==> src/rtl/cic_offset_pkg.sv <==
// Shared constants and types for the CIC offset controller; ROM_LAT is also
// consumed by the offset ROM generator so both sides agree on read latency.
package cic_offset_pkg;

    localparam int IW         = 5;
    localparam int M_LOG2     = 8;
    localparam int ROM_LAT    = 3;
    localparam int FIFO_DEPTH = 8;

    localparam int ADDR_W = M_LOG2 + 1;
    localparam int OW     = IW + 1;
    localparam int M      = 1 << M_LOG2;
    localparam int CNT_W  = $clog2(FIFO_DEPTH) + 1;
    localparam int IF_W   = $clog2(ROM_LAT + 2);

    localparam logic [M_LOG2-1:0] CHAN_LAST = {M_LOG2{1'b1}};

    typedef struct packed {
        logic [OW-1:0]     data;
        logic [M_LOG2-1:0] chan;
        logic              last;
    } fifo_entry_t;

    typedef struct packed {
        logic [IW-1:0]     data;
        logic [M_LOG2-1:0] chan;
        logic              last;
    } stage_t;

    // One extra result bit absorbs the carry, so the sum never wraps.
    function automatic logic [OW-1:0] add_offset(input logic [IW-1:0] sample,
                                                 input logic          offset);
        return {sample[IW-1], sample} + {{IW{1'b0}}, offset};
    endfunction

endpackage

==> src/rtl/cic_offset_fifo.sv <==
// Small synchronous FIFO for offset-corrected samples; the head entry is
// presented combinationally from the storage registers.
module cic_offset_fifo
    import cic_offset_pkg::*;
#(
    parameter int DEPTH = FIFO_DEPTH
) (
    input  logic                   clk,
    input  logic                   reset,
    input  logic                   wr_en,
    input  fifo_entry_t            wr_data,
    input  logic                   rd_en,
    output fifo_entry_t            rd_data,
    output logic [$clog2(DEPTH):0] count
);

    localparam int PTR_W = $clog2(DEPTH);
    localparam int C_W   = PTR_W + 1;

    fifo_entry_t      mem_q [DEPTH];
    fifo_entry_t      mem_d [DEPTH];
    logic [PTR_W-1:0] wr_ptr_q, wr_ptr_d;
    logic [PTR_W-1:0] rd_ptr_q, rd_ptr_d;
    logic [C_W-1:0]   count_q, count_d;
    logic             do_wr_s;
    logic             do_rd_s;

    // Next-state for storage, pointers and occupancy.
    always_comb begin
        mem_d    = mem_q;
        wr_ptr_d = wr_ptr_q;
        rd_ptr_d = rd_ptr_q;
        count_d  = count_q;
        do_wr_s  = wr_en && (count_q != C_W'(DEPTH));
        do_rd_s  = rd_en && (count_q != {C_W{1'b0}});

        if (do_wr_s) begin
            mem_d[wr_ptr_q] = wr_data;
            wr_ptr_d        = wr_ptr_q + PTR_W'(1);
        end else begin
            wr_ptr_d = wr_ptr_q;
        end

        if (do_rd_s) begin
            rd_ptr_d = rd_ptr_q + PTR_W'(1);
        end else begin
            rd_ptr_d = rd_ptr_q;
        end

        case ({do_wr_s, do_rd_s})
            2'b10:   count_d = count_q + C_W'(1);
            2'b01:   count_d = count_q - C_W'(1);
            default: count_d = count_q;
        endcase
    end

    // Storage and pointer registers; contents cleared so the head reads zero after reset.
    always_ff @(posedge clk or posedge reset) begin
        if (reset) begin
            for (int i = 0; i < DEPTH; i++) begin
                mem_q[i] <= '0;
            end
            wr_ptr_q <= {PTR_W{1'b0}};
            rd_ptr_q <= {PTR_W{1'b0}};
            count_q  <= {C_W{1'b0}};
        end else begin
            mem_q    <= mem_d;
            wr_ptr_q <= wr_ptr_d;
            rd_ptr_q <= rd_ptr_d;
            count_q  <= count_d;
        end
    end

    assign rd_data = mem_q[rd_ptr_q];
    assign count   = count_q;

endmodule

==> src/rtl/cic_offset_ctrl.sv <==
// Sequencer and offset adder ahead of the CIC offset ROM: issues {phase, chan}
// addresses, aligns each sample with the ROM's fixed-latency bit and buffers the sum.
module cic_offset_ctrl
    import cic_offset_pkg::*;
(
    input  logic              clk,
    input  logic              reset,
    input  logic              s_axis_tvalid,
    input  logic [IW-1:0]     s_axis_tdata,
    output logic              s_axis_tready,
    output logic [ADDR_W-1:0] rom_addr,
    input  logic              rom_data,
    output logic              m_axis_tvalid,
    output logic [OW-1:0]     m_axis_tdata,
    output logic [M_LOG2-1:0] m_axis_tuser,
    output logic              m_axis_tlast,
    input  logic              m_axis_tready
);

    logic [M_LOG2-1:0]     chan_q, chan_d;
    logic                  phase_q, phase_d;
    logic [ADDR_W-1:0]     rom_addr_q, rom_addr_d;
    logic                  s_ready_q, s_ready_d;
    stage_t [ROM_LAT:0]    dl_q, dl_d;
    logic [ROM_LAT:0]      dl_vld_q, dl_vld_d;
    logic [IF_W-1:0]       inflight_q, inflight_d;

    logic                  accept_s;
    logic                  wr_en_s;
    logic                  rd_en_s;
    fifo_entry_t           wr_entry_s;
    fifo_entry_t           head_s;
    logic [CNT_W-1:0]      fifo_cnt_s;
    logic [CNT_W-1:0]      fifo_cnt_nxt_s;
    logic [CNT_W:0]        occ_nxt_s;

    assign accept_s = s_axis_tvalid && s_ready_q;
    assign wr_en_s  = dl_vld_q[ROM_LAT];
    assign rd_en_s  = m_axis_tvalid && m_axis_tready;

    // Channel/phase sequencing and ROM address issue on each accepted sample.
    always_comb begin
        chan_d     = chan_q;
        phase_d    = phase_q;
        rom_addr_d = rom_addr_q;
        if (accept_s) begin
            rom_addr_d = {phase_q, chan_q};
            if (chan_q == CHAN_LAST) begin
                chan_d  = {M_LOG2{1'b0}};
                phase_d = ~phase_q;
            end else begin
                chan_d  = chan_q + M_LOG2'(1);
                phase_d = phase_q;
            end
        end else begin
            rom_addr_d = rom_addr_q;
        end
    end

    // Delay line: the sample travels alongside its ROM read so both arrive together.
    always_comb begin
        dl_d     = dl_q;
        dl_vld_d = {dl_vld_q[ROM_LAT-1:0], accept_s};
        for (int i = 1; i <= ROM_LAT; i++) begin
            dl_d[i] = dl_q[i-1];
        end
        if (accept_s) begin
            dl_d[0] = '{data: s_axis_tdata, chan: chan_q, last: (chan_q == CHAN_LAST)};
        end else begin
            dl_d[0] = dl_q[0];
        end
    end

    // Result assembled from the aligned stage and the returned offset bit.
    always_comb begin
        wr_entry_s      = '0;
        wr_entry_s.data = add_offset(dl_q[ROM_LAT].data, rom_data);
        wr_entry_s.chan = dl_q[ROM_LAT].chan;
        wr_entry_s.last = dl_q[ROM_LAT].last;
    end

    // Credit accounting: the ROM pipe cannot stall, so ready reserves a FIFO slot
    // for every sample already in flight.
    always_comb begin
        inflight_d     = inflight_q;
        fifo_cnt_nxt_s = fifo_cnt_s;
        case ({accept_s, wr_en_s})
            2'b10:   inflight_d = inflight_q + IF_W'(1);
            2'b01:   inflight_d = inflight_q - IF_W'(1);
            default: inflight_d = inflight_q;
        endcase
        case ({wr_en_s, rd_en_s})
            2'b10:   fifo_cnt_nxt_s = fifo_cnt_s + CNT_W'(1);
            2'b01:   fifo_cnt_nxt_s = fifo_cnt_s - CNT_W'(1);
            default: fifo_cnt_nxt_s = fifo_cnt_s;
        endcase
        occ_nxt_s = {1'b0, fifo_cnt_nxt_s} + (CNT_W+1)'(inflight_d);
        s_ready_d = (occ_nxt_s < (CNT_W+1)'(FIFO_DEPTH));
    end

    // Control and alignment registers.
    always_ff @(posedge clk or posedge reset) begin
        if (reset) begin
            chan_q     <= {M_LOG2{1'b0}};
            phase_q    <= 1'b0;
            rom_addr_q <= {ADDR_W{1'b0}};
            s_ready_q  <= 1'b0;
            dl_q       <= '0;
            dl_vld_q   <= {(ROM_LAT+1){1'b0}};
            inflight_q <= {IF_W{1'b0}};
        end else begin
            chan_q     <= chan_d;
            phase_q    <= phase_d;
            rom_addr_q <= rom_addr_d;
            s_ready_q  <= s_ready_d;
            dl_q       <= dl_d;
            dl_vld_q   <= dl_vld_d;
            inflight_q <= inflight_d;
        end
    end

    cic_offset_fifo #(
        .DEPTH (FIFO_DEPTH)
    ) u_fifo (
        .clk     (clk),
        .reset   (reset),
        .wr_en   (wr_en_s),
        .wr_data (wr_entry_s),
        .rd_en   (rd_en_s),
        .rd_data (head_s),
        .count   (fifo_cnt_s)
    );

    assign s_axis_tready = s_ready_q;
    assign rom_addr      = rom_addr_q;
    assign m_axis_tvalid = (fifo_cnt_s != {CNT_W{1'b0}});
    assign m_axis_tdata  = head_s.data;
    assign m_axis_tuser  = head_s.chan;
    assign m_axis_tlast  = head_s.last;

endmodule

==> config.mk <==
export PLATFORM = sky130hd
export DESIGN_NAME = cic_offset_ctrl
export DESIGN_NICKNAME = d
export VERILOG_FILES = /design/src/rtl/cic_offset_pkg.sv /design/src/rtl/cic_offset_fifo.sv /design/src/rtl/cic_offset_ctrl.sv
export SDC_FILE = /design/constraint.sdc
export NUM_CORES = 1
export LEC_CHECK = 0
export CAP_MARGIN = 30
export CORE_ASPECT_RATIO = 0.75
export CORE_MARGIN = 5
export CORE_UTILIZATION = 60
export CTS_CLUSTER_DIAMETER = 60
export CTS_CLUSTER_SIZE = 24
export DETAILED_ROUTE_END_ITERATION = 6
export PLACE_DENSITY = 0.77
export SLEW_MARGIN = 20
export SYNTH_ARGS = -nofsm -noshare
export SYNTH_HDL_FRONTEND = slang
export SYNTH_SLANG_ARGS = --single-unit
==> constraint.sdc <==
create_clock -name clk -period 16.01 [get_ports clk]
set_input_delay 4.803 -clock clk [delete_from_list [all_inputs] [get_ports clk]]
set_output_delay 4.803 -clock clk [all_outputs]
set_load 0.005 [all_outputs]
# Word level (Yosys, flattened, before mapping)
# Index checks and enable logic that the tools add are counted.
# Widths: inputs -> output; s select.
[word_totals]
ff_bits = 212
in_bits = 10
out_inout_bits = 26
word_cells = 87
[op_classes]
add_sub_neg = 9
order_cmp = 4
eq_ne = 8
mux = 10
n_bitwise = 3
n_reduce_logical = 8
[ops]
columns = ["op", "n"]
rows = [
  ["$bwmux 120", 1],
  ["$bmux 15 s3", 1],
  ["$demux 15 s3", 1],
  ["$mux 15", 3],
  ["$pmux 4 s2", 2],
  ["$add 3x1->3 const B", 3],
  ["$add 8x1->8 const B", 1],
  ["$eq 8x8->1 const B", 1],
  ["$ge 4x4->1 const B", 2],
  ["$mux 8", 1],
  ["$not 3->4", 2],
  ["$add 5x2->6", 1],
  ["$eq 2x1->1 const B", 3],
  ["$eq 2x2->1 const B", 3],
  ["$pmux 3 s2", 1],
  ["$add 4x3->5", 1],
  ["$logic_and 1x1->1", 5],
  ["$lt 5x4->1 const B", 1],
  ["$add 4x1->4 const B", 1],
  ["$lt 4x1->1 const B", 1],
  ["$ne 4x4->1 const B", 1],
  ["$reduce_bool 4->1", 1],
  ["$sub 4x1->4 const B", 1],
  ["$sub 3x1->3 const B", 1],
  ["3 further kinds", 3],
]

# Depth between registers and ports, before layout
[depth]
word_depth = 6
mapped_depth = 15
mapped_depth_nobuf = 13

# Hierarchy
# From an unflattened synthesis, not the netlist that was laid out.
[hier_totals]
hier_cells = 544
area_unflattened_um2 = 9054.9
[modules_own_cells]
columns = ["module", "instances", "cells_per_inst", "area_each_um2", "seq_area_each_um2"]
rows = [
  ["cic_offset_fifo", 1, 369, 6382.4, 3253.1],
  ["cic_offset_ctrl", 1, 175, 2672.6, 1851.8],
]

# Worst setup path after synthesis
# Ideal clock, no wire load.
[synth_path]
path_type = "input port to flip-flop"
startpoint = "in s_axis_tvalid"
endpoint = "reg s_ready_q (netlist: s_axis_tready)"
setup_time_ns = 0.086
arrival_ns = 6.891
required_ns = 15.924
path_slack_ns = 9.033
cell_stages = 11
n_path_buf = 1
path_cell_list = "nand2_1 clkbuf_1 ha_1 fa_1 xnor2_1 nor2_1 xor2_1 ha_1 a221oi_1 nand3_1 nor3_1"
[synth_between]
elab_chain_len = 5
word_cells_on_any_way = 6
classes_between = "1 x add/sub; 1 x order compare; 2 x eq/ne; 1 x mux; 1 x reduce/logical"
[synth_lines]
columns = ["item", "line", "text"]
rows = [
  ["start, declared", "cic_offset_ctrl.sv:8", "input logic s_axis_tvalid,"],
  ["$logic_and 1x1->1 (*)", "cic_offset_ctrl.sv:37", "assign accept_s = s_axis_tvalid && s_ready_q;"],
  ["$eq 2x1->1 / $eq 2x2->1 (equally long branches)", "cic_offset_ctrl.sv:87", "case ({accept_s, wr_en_s})"],
  ["$pmux 3 s2 (*)", "cic_offset_ctrl.sv:87", ""],
  ["named net inflight_d[2]", "cic_offset_ctrl.sv:26", "logic [IF_W-1:0] inflight_q, inflight_d;"],
  ["$add 4x3->5 (*)", "cic_offset_ctrl.sv:97", "occ_nxt_s = {1'b0, fifo_cnt_nxt_s} + (CNT_W+1)'(inflight_d);"],
  ["$lt 5x4->1 (*)", "cic_offset_ctrl.sv:98", "s_ready_d = (occ_nxt_s < (CNT_W+1)'(FIFO_DEPTH));"],
  ["named net s_ready_d", "cic_offset_ctrl.sv:23", "logic s_ready_q, s_ready_d;"],
  ["end signal, assigned", "cic_offset_ctrl.sv:115", "s_ready_q <= s_ready_d;"],
  ["end, declared", "cic_offset_ctrl.sv:23", ""],
]
# The timed path passes the listed nets; every way through them passes the cells marked *.
# A chain may end at the register's enable or synchronous reset.

# Final worst setup path
[layout_path]
startpoint = "reg u_fifo.rd_ptr_q[0]"
endpoint = "out m_axis_tuser[7]"
[layout_between]
elab_chain_len = 4
[layout_lines]
columns = ["item", "line", "text"]
rows = [
  ["start, declared", "cic_offset_fifo.sv:23", "logic [PTR_W-1:0] rd_ptr_q, rd_ptr_d;"],
  ["start signal, assigned", "cic_offset_fifo.sv:64", "rd_ptr_q <= {PTR_W{1'b0}};"],
  ["start signal, assigned", "cic_offset_fifo.sv:69", "rd_ptr_q <= rd_ptr_d;"],
  ["$not 3->4 (implied by the code)", "cic_offset_fifo.sv:74", "assign rd_data = mem_q[rd_ptr_q];"],
  ["$bmux 15 s3", "cic_offset_fifo.sv:74", ""],
  ["$mux 15 (implied by the code) (2 in a row)", "cic_offset_fifo.sv:74", ""],
  ["end, declared", "cic_offset_ctrl.sv:15", "output logic [M_LOG2-1:0] m_axis_tuser,"],
]
# Every way passes these cells. The select of a mux whose other input is x is not followed.

==> run metrics <==
crit path launch type=flip-flop; fin crit period=7490 ps; number of hold buffers added after cts=0; share of total power in combinational logic=33.5%; Synth top area share=58.7%; Hold Crit Class=reg -> reg; cell taking the most area after synthesis=dfrtp_1; number of synthesized flops with an enable pin=0; hold depth=0; Clock power frac=18.1%; sw frac=32.5%; commonest cells after routing, fill and taps aside=dfrtp_1 (203), mux2_2 (94), nand2_1 (88); worst reg-to-reg path cell count=13; endpoints failing setup=0; first-pass iteration count of the detailed router=4; CTS-repair resized insts=0; P_sw=0.575 mW; initial antenna violation count=0; asr flop ratio synth=100%; Crit path arrival time=2690 ps; mapped cell area=8690 um^2; Worst path max stage delay=870 ps; Core ar.=14300 um^2; DRT iter0 DRCs=276; max_slew headroom=35.2%; FILL cells=1013; Max Fclk=0.133 GHz; total grt overflow=0; status=finished, final reports clean; diodes inserted=0; Area contributors post-synth=dfrtp_1 (59%), mux2_2 (12%), mux4_2 (7.8%); syn_area_per_cell=14.4 um^2; multi-input logic area=3280 um^2; clk sinks=204; layout cells sized above 1=27.3%; clk root buf=clkbuf_16; die footprint=17000 um^2; Nets=644; Routed WL per cell=19.1 um; H-tree depth=1; number of global-route vias before repair=5093; CP cell instances=mux4_2 -> mux2_2 -> clkdlybuf4s50_1; final WL=15700 um; Seq pwr share=48.3%; CP required=11210 ps; Total Neg Setup Slack=0 ps; Leakage=4.47 nW; fin crit share=46.8%; via count=4676; Post-CTS Repair Setup Buffers=0; RSZ-0062 raised after global routing=false; Die Wd=149 um; Reg clk slew, reported paths=90 ps; routed vias/inst=5.69; Fin. Hold Viols=0; # IOs=36; Area Overhead vs Synth=8.58%; Max-cap violations=0; Die Y=114 um; Cell Pwr Density=188 nW/um^2; max-slew violation count=0; Initial Utilization=60.7%; crit path kind=reg -> out; DRT antenna net count=0; register area=5110 um^2; Final HPWL DP=9840 um; Worst setup EP type=output pin; first-pass GRT wire length=26600 um; # port buffers=35; hold slack=340 ps; Ys Warns=0; routability congestion estimate from global placement=0.785; Post-Syn Nets=627; Cells after Synth=603; Rows=38; commonest non-fill, non-tap cell in the layout=dfrtp_1; total CTS buffers=13; VDD IR-drop max=0.110 mV; Seq/Total Area, Yosys=58.7%; largest net degree at the start of global routing=119; dpl cells=804; DRC violations left=0; Post-Route Skew=18.4 ps; Synth cell types=42; CTS tree=built; clock tree buffer depth=3; Skew-Pair Late Insertion Delay=460 ps; GRT Resource Usage Total=19.7%; worst-path maximum fanout=32; top_reg_cell synth=dfrtp_1; Pint=1.19 mW; crit path max-delay cell type=dfrtp_4; Synth Register Bits=204; worst-margin pin slew=971 ps; final std cells w/o fill=822
-- synthesized netlist by cell type, types with 3 or more instances --
cell type,instances
dfrtp_1,204
mux2_2,94
nand2_1,88
o21ai_0,39
mux4_2,30
ha_1,13
xnor2_1,13
mux2_4,12
buf_6,10
buf_4,9
nor2_1,9
clkbuf_1,8
nand3_1,8
xor2_1,8
buf_2,6
inv_1,6
and3_1,5
nand2b_1,5
mux2i_1,3
nand4_4,3
-- power by group through the flow --
stage | combinational (mW) | sequential, mW | clock, mW
2_1_floorplan | 0.494 | 0.778 | 0
3_5_place_dp | 0.598 | 0.867 | 0
6_report | 0.594 | 0.855 | 0.321
4_1_cts | 0.600 | 0.859 | 0.329
5_1_grt | 0.651 | 0.885 | 0.351
3_3_place_gp | 0.572 | 0.850 | 0
-- routing by layer --
layer	GRT usage [%]	wire length, um	vias up	part of all wire [%]
li1	-	-	2133	-
met1	28.0	7080	2447	45
met3	3.17	539	13	3.4
met2	33.1	7940	83	51
met5	0	0	-	0
met4	3.41	150	0	0.95
-- per-stage QoR --
| stage | power, mW | setup WS (ps) | util, % | area [um^2] |
|---|---|---|---|---|
| after CTS | 1.79 | 8450 | 65.9 | 9430 |
| final | 1.77 | 8520 | 65.9 | 9440 |
| after global routing | 1.89 | 8380 | 65.9 | 9440 |
| after global placement | 1.42 | 8380 | 63.1 | 9030 |
| after floorplan | 1.27 | 5640 | - | 8690 |
| after detailed placement | 1.47 | 8160 | 63.3 | 9060 |
-- logic make-up (layout without fill, tap and decap cells) --
logic type	count (synthesis)	after routing	synth area share, %
multiplexers	139	139	22.4
XOR/XNOR	21	21	2.12
buffers and inverters	44	63	3.56
flip-flops	204	204	58.7
AO/OA/AOI/OAI	46	46	2.78
adder cells (fa/ha/maj)	14	14	2.10
AND/OR/NAND/NOR	135	135	8.32
-- worst paths after layout --
| check | startpoint | endpoint | slack, ps |
|---|---|---|---|
| max in group asynchronous | reset | u_fifo.mem_q[44]$_DFFE_PP0P_ | 9870 |
| worst max register to register | u_fifo.count[0]$_DFFE_PP0P_ | s_axis_tready$_DFF_PP0_ | 13030 |
| worst min-delay path | dl_d[40]$_DFF_PP0_ | dl_d[54]$_DFF_PP0_ | 340 |
| min in group asynchronous | reset | rom_addr[0]$_DFFE_PP0P_ | 4900 |
| worst min register to register | dl_d[40]$_DFF_PP0_ | dl_d[54]$_DFF_PP0_ | 340 |
| worst max-delay path | u_fifo.rd_ptr_q[0]$_DFFE_PP0P_ | m_axis_tuser[7] | 8520 |
-- layout make-up --
type / count / share of cell area (%)
Clock buffer: 13 / 3.45
Clock inverter: 4 / 0.464
Inverter: 7 / 0.358
Multi-Input combinational cell: 355 / 34.7
Sequential cell: 204 / 54.1
Tap cell: 200 / 2.65
Timing Repair Buffer: 39 / 4.22
-- critical path: cells and delay by family (launching register included) --
family / cells / cell delay (ps)
buffers and inverters: 1 / 450
DFF: 1 / 870
muxes: 2 / 900
-- state kept, by name, indices dropped and copies added (netlist names) --
| register | flops |
|---|---|
| u_fifo.mem_q | 120 |
| dl_d | 34 |
| dl_q | 14 |
| rom_addr | 9 |
| chan_q | 8 |
| dl_vld_q | 4 |
| u_fifo.count | 4 |
| inflight_q | 3 |
| u_fifo.rd_ptr_q | 3 |
| u_fifo.wr_ptr_q | 3 |
| phase_q | 1 |
| s_axis_tready | 1 |
(Power assumes the default switching activity.)
